## src/rtl/pulse_record_reader.sv

```systemverilog
// Streams a completed pulse record out of BRAM port B into an AXI-Stream.
// Optional header word enabled by defining PULSE_READER_HEADER_EN.
module pulse_record_reader #(
  parameter int RD_LATENCY = 1,
  parameter int FIFO_DEPTH = 4
) (
  input  logic        adc_clk,
  input  logic        adc_rst,
  input  logic        pulse_data_valid,
  input  logic [10:0] record_len,
  output logic [12:0] ram_addrb,
  output logic        ram_enb,
  input  logic [31:0] ram_doutb,
  output logic [31:0] m_tdata,
  output logic        m_tvalid,
  input  logic        m_tready,
  output logic        m_tlast,
  output logic        busy,
  output logic        overflow
);

  localparam int PW = $clog2(FIFO_DEPTH);
  localparam int CW = PW + 1;
  localparam int OW = CW + 2;

`ifdef PULSE_READER_HEADER_EN
  localparam bit HDR_EN = 1'b1;
`else
  localparam bit HDR_EN = 1'b0;
`endif

  typedef enum logic [1:0] {
    ST_IDLE,
    ST_READ,
    ST_DRAIN
  } state_t;

  state_t state_q, state_d;
  logic [10:0] len_q, len_d;
  logic [10:0] word_cnt_q, word_cnt_d;
  logic [12:0] addr_q, addr_d;
  logic enb_q, enb_d;
  logic rlast_q, rlast_d;
  logic ovf_q, ovf_d;
  logic [RD_LATENCY-1:0] vld_q, vld_d;
  logic [RD_LATENCY-1:0] lst_q, lst_d;
  logic [PW-1:0] wr_ptr_q, wr_ptr_d;
  logic [PW-1:0] rd_ptr_q, rd_ptr_d;
  logic [CW-1:0] cnt_q, cnt_d;
  logic [32:0] mem_q [FIFO_DEPTH];

  logic push, pop, hdr_push, credit;
  logic [32:0] push_word, hdr_word;
  logic [OW-1:0] occ;

  assign m_tvalid  = (cnt_q != '0);
  assign m_tdata   = m_tvalid ? mem_q[rd_ptr_q][31:0] : 32'h0;
  assign m_tlast   = m_tvalid & mem_q[rd_ptr_q][32];
  assign pop       = m_tvalid & m_tready;
  assign ram_enb   = enb_q;
  assign ram_addrb = addr_q;
  assign busy      = (state_q != ST_IDLE);
  assign overflow  = ovf_q;
  assign hdr_word  = {record_len == 11'd0, 16'hA55A, 5'b0, record_len};

  // Credit: words buffered + words on the bus/in flight must leave room
  always_comb begin
    occ = OW'(cnt_q) + OW'(enb_q);
    for (int i = 0; i < RD_LATENCY; i++) begin
      occ = occ + OW'(vld_q[i]);
    end
    credit = (occ < OW'(FIFO_DEPTH));
  end

  // Record sequencing: accept strobes, issue reads, wait for the last beat
  always_comb begin
    state_d    = state_q;
    len_d      = len_q;
    word_cnt_d = word_cnt_q;
    addr_d     = addr_q;
    enb_d      = 1'b0;
    rlast_d    = 1'b0;
    hdr_push   = 1'b0;
    ovf_d      = pulse_data_valid & (state_q != ST_IDLE);
    unique case (1'b1)
      state_q == ST_IDLE: begin
        if (pulse_data_valid && (HDR_EN || record_len != 11'd0)) begin
          len_d      = record_len;
          word_cnt_d = 11'd0;
          hdr_push   = HDR_EN;
          state_d    = (record_len == 11'd0) ? ST_DRAIN : ST_READ;
        end
      end
      state_q == ST_READ: begin
        if (credit) begin
          enb_d      = 1'b1;
          addr_d     = {word_cnt_q, 2'b00};
          word_cnt_d = word_cnt_q + 11'd1;
          rlast_d    = (word_cnt_q == len_q - 11'd1);
          if (rlast_d) state_d = ST_DRAIN;
        end
      end
      state_q == ST_DRAIN: begin
        if (pop && m_tlast) state_d = ST_IDLE;
      end
      default: state_d = ST_IDLE;
    endcase
  end

  // Read-return tracking and FIFO pointer bookkeeping
  always_comb begin
    vld_d[0] = enb_q;
    lst_d[0] = rlast_q;
    for (int i = 1; i < RD_LATENCY; i++) begin
      vld_d[i] = vld_q[i-1];
      lst_d[i] = lst_q[i-1];
    end
    push      = vld_q[RD_LATENCY-1] | hdr_push;
    push_word = hdr_push ? hdr_word
                         : {lst_q[RD_LATENCY-1], ram_doutb};
    wr_ptr_d  = wr_ptr_q + PW'(push);
    rd_ptr_d  = rd_ptr_q + PW'(pop);
    cnt_d     = cnt_q + CW'(push) - CW'(pop);
  end

  // State, counters and in-flight pipeline
  always_ff @(posedge adc_clk) begin
    if (adc_rst) begin
      state_q    <= ST_IDLE;
      len_q      <= '0;
      word_cnt_q <= '0;
      addr_q     <= '0;
      enb_q      <= 1'b0;
      rlast_q    <= 1'b0;
      ovf_q      <= 1'b0;
      vld_q      <= '0;
      lst_q      <= '0;
      wr_ptr_q   <= '0;
      rd_ptr_q   <= '0;
      cnt_q      <= '0;
    end else begin
      state_q    <= state_d;
      len_q      <= len_d;
      word_cnt_q <= word_cnt_d;
      addr_q     <= addr_d;
      enb_q      <= enb_d;
      rlast_q    <= rlast_d;
      ovf_q      <= ovf_d;
      vld_q      <= vld_d;
      lst_q      <= lst_d;
      wr_ptr_q   <= wr_ptr_d;
      rd_ptr_q   <= rd_ptr_d;
      cnt_q      <= cnt_d;
    end
  end

  // FIFO storage; occupancy alone decides what is valid
  always_ff @(posedge adc_clk) begin
    if (push) mem_q[wr_ptr_q] <= push_word;
  end

endmodule

```

## config.mk

```make
export PLATFORM = sky130hd
export DESIGN_NAME = pulse_record_reader
export DESIGN_NICKNAME = d
export VERILOG_FILES = /design/src/rtl/pulse_record_reader.sv
export SDC_FILE = /design/constraint.sdc
export NUM_CORES = 1
export LEC_CHECK = 0
export ABC_AREA = 1
export CAP_MARGIN = 15
export CORE_MARGIN = 2
export CORE_UTILIZATION = 43
export CTS_CLUSTER_DIAMETER = 60
export DETAILED_ROUTE_END_ITERATION = 10
export HOLD_SLACK_MARGIN = 0.03
export PLACE_DENSITY = 0.7
export SLEW_MARGIN = 30
export SYNTH_ARGS = -nofsm -noshare
export SYNTH_HDL_FRONTEND = slang
export SYNTH_SLANG_ARGS = --single-unit
export TNS_END_PERCENT = 1
```

## constraint.sdc

```tcl
create_clock -name adc_clk -period 3.9 [get_ports adc_clk]
set_input_delay 0.39 -clock adc_clk [delete_from_list [all_inputs] [get_ports adc_clk]]
set_output_delay 0.39 -clock adc_clk [all_outputs]
set_load 0.05 [all_outputs]
```

==> impl_metrics.py <==
metrics = {
    "status": {
        "status": "finished, final reports clean",
    },
    "final_layout": {
        "finalNonFillerCells": 1060,
        "final_area_um2": 9760,
        "drive_gt1_share_pct": 15.2,
        "n_antenna_cell": 0,
        "area_growth_pct": 27.0,
        "final_nets": 879,
        "fill_cells": 1430,
        "multi_input_area_um2": 2450,
        "regArea_um2": 4910,
    },
    "sta": {
        "period_share_pct": 72.9,
        "fmax_ghz": 0.352,
        "final_hold_viol_count": 0,
        "finClkSkew_ns": 0.00622,
        "fin_ws_ns": 1.06,
        "setup_viol": 0,
        "relSlewSlack_pct": 38.4,
        "finalSetupTns_ns": 0,
        "rsz0062_at_grt": "false",
        "final_max_slew_viol_count": 0,
        "worstMarginPinSlew_ns": 0.923,
        "timing.final.crit_period_ns": 2.84,
    },
    "cts": {
        "numCtsBuffers": 17,
        "cts_resized": 0,
        "clock-root-buffer": "clkbuf_16",
        "clkTransAtPathRegs_ns": 0.07,
        "htreeDepth": 4,
        "clockBufferDepth": 2,
        "postCtsSetupRepairBufs": 0,
        "hold_buffers": 0,
        "clkSinkCount": 179,
        "cts_tree": "done",
        "clock_latency_ns": 0.43,
    },
    "die": {
        "num_rows": 48,
        "die_area_um2": 19000,
        "core_um2": 17400,
        "start_util_pct": 44.1,
        "die_x_um": 138,
        "chipHeight_um": 138,
        "ioPinCount": 97,
    },
    "worst_setup_path": {
        "critical_path_class": "reg -> out",
        "crit_path_end_kind": "output pin",
        "r2r-start": "cnt_q[1]",
        "crit_arrival_ns": 2.45,
        "ff2ff_path_depth": 12,
        "crit_required_ns": 3.51,
        "critPathLaunchType": "register",
        "r2r_end": "cnt_q[2]",
        "critical_path_peak_fanout": 33,
        "r2r_slack_ns": 1.49,
    },
    "placed_design": {
        "routabilityCongestion": 0.822,
        "dp_slack_ns": 1.36,
        "post_dp_cell_area_um2": 9170,
        "dp_hpwl_mm": 10.1,
        "dpl.cell_count": 1029,
        "port-buffer-count": 94,
    },
    "synthesis": {
        "synth.most_common_cell": "nor2_1",
        "yosys-top-cells-count": "nor2_1, edfxtp_1, o21ai_0",
        "synth_edf_count": 132,
        "synthFlopType": "edfxtp_1",
        "synth_seq_area_share_pct": 63.8,
        "async_reset_ff_share_pct": 0,
        "postSynthCellCount": 734,
        "ys_ff_latch": 179,
        "synth.top_cell.area_share_pct": 51.6,
        "yosysWarnings": 0,
        "synth_area_leader_cell": "edfxtp_1",
        "netlist_area_um2": 7690,
        "yosys.cell_types.count": 42,
        "syn_area_per_cell_um2": 10.5,
        "synth_area_leaders": "edfxtp_1, dfxtp_1, nor2_1",
    },
    "grt": {
        "antenna_found_initial": 0,
        "grt_pass1_vias": 5026,
        "grt_max_degree": 69,
        "grtUsageTotal_pct": 17.7,
        "grt_pass1_wl_mm": 25.3,
        "gr-total-overflow": 0,
    },
    "worst_hold_path": {
        "worstHoldPathCells": 2,
        "worstHoldStart": "lst_d",
        "holdCritPathClass": "reg -> reg",
        "min_to": "lst_q",
    },
    "job": {
        "maxCapViolations": 0,
    },
    "pwr": {
        "fin_total_pwr_mw": 6.73,
        "irDropWorstVdd_mv": 0.589,
        "pwr_density_cell_nw_per_um2": 689,
        "p_leak_nw": 3.53,
    },
    "route": {
        "routed_wl_mm": 16.0,
        "wire_per_inst_um": 15.1,
        "ant_nets": 0,
        "drt-vias-per-instance": 5.07,
        "vias": 5373,
        "drt_iter0_drc": 338,
        "drt_first_pass_iters": 4,
        "drcViolationCount": 0,
    },
}
-- cells in the final DEF (no fill, tap or decap), types with 2 or more instances in the layout --
cell,instances
o21ai_0,91
a21oi_2,6
clkbuf_16,17
a21oi_1,53
nor2_2,6
nand3_2,3
nand2_2,6
edfxtp_1,132
inv_6,4
xor2_1,10
nand3_1,12
inv_8,2
nand2_4,5
nor3_1,7
buf_4,12
buf_12,32
clkdlybuf4s50_1,61
inv_1,38
ha_1,8
nor2_4,5
nor2_1,171
inv_2,8
conb_1,2
clkinvlp_4,3
dfxtp_1,46
nand4_1,3
bufinv_16,2
nor3_2,6
xnor2_1,6
nand2_1,59
clkinv_8,2
-- area by class of cell --
type                       instances  share of cell area [%]
multi-input combinational        473                    25.1
clock buffer                      17                    4.36
timing repair buffer             105                    13.7
clock inverter                    14                    1.73
inverter                          47                    1.94
sequential                       179                    50.3
tap                              225                    2.88
-- flip-flops by register name, indices dropped and copies added, names as in the netlist --
name	cells
mem_q	132
len_q	11
ram_addrb	11
word_cnt_q	11
cnt_q	3
rd_ptr_q	2
state_q	2
wr_ptr_q	2
lst_d	1
lst_q	1
overflow	1
ram_enb	1
vld_q	1
-- stage by stage --
stage / utilization, % / hold slack, ns
6_report: 56.0 / 0.405
5_1_grt: 56.0 / 0.431
4_1_cts: 56.0 / 0.405
3_5_place_dp: 52.6 / 0.395
3_3_place_gp: 52.6 / 0.394
2_1_floorplan: - / 0.388
-- cell families after synthesis --
| logic type | count (synthesis) | share of synthesized area, % |
|---|---|---|
| AO/OA/AOI/OAI | 157 | 10.8 |
| XOR/XNOR | 17 | 2.12 |
| buffers and inverters | 83 | 4.75 |
| flip-flops | 179 | 63.8 |
| adder cells (fa/ha/maj) | 9 | 1.56 |
| other | 1 | 0.0488 |
| AND/OR/NAND/NOR | 288 | 16.9 |
-- worst max-delay path, cell delays in order (launching register included) --
cell and delay, ns:
dfxtp_1 0.84, inv_1 0.09, buf_4 0.29, nor2_1 0.15, o21ai_0 0.11, a21oi_1 0.34
buf_12 0.18
-- routing by layer --
layer	global-route usage [%]	wire length (µm)
met4	6.52	252
met3	3.27	888
met1	21.7	6810
met2	31.0	8040
met5	0	0
-- where the power goes --
group	internal (mW)	leakage (nW)	switching [mW]
Sequential	2.11	1.57	0.0703
Combinational	1.12	1.67	1.73
Clock	0.960	0.281	0.740
-- how the worst max path moves through the flow --
stage | startpoint | to | slack [ns]
2_1_floorplan | wr_ptr_q[1] | mem_q[3][0] | 0.70
3_3_place_gp | record_len[10] | word_cnt_q[5] | 1.45
3_5_place_dp | record_len[10] | word_cnt_q[5] | 1.36
4_1_cts | rd_ptr_q[1] | m_tdata[28] | 0.99
5_1_grt | rd_ptr_q[1] | m_tdata[28] | 0.89
6_report | rd_ptr_q[1] | m_tdata[28] | 1.06
Power figures use the tool's default switching activity.
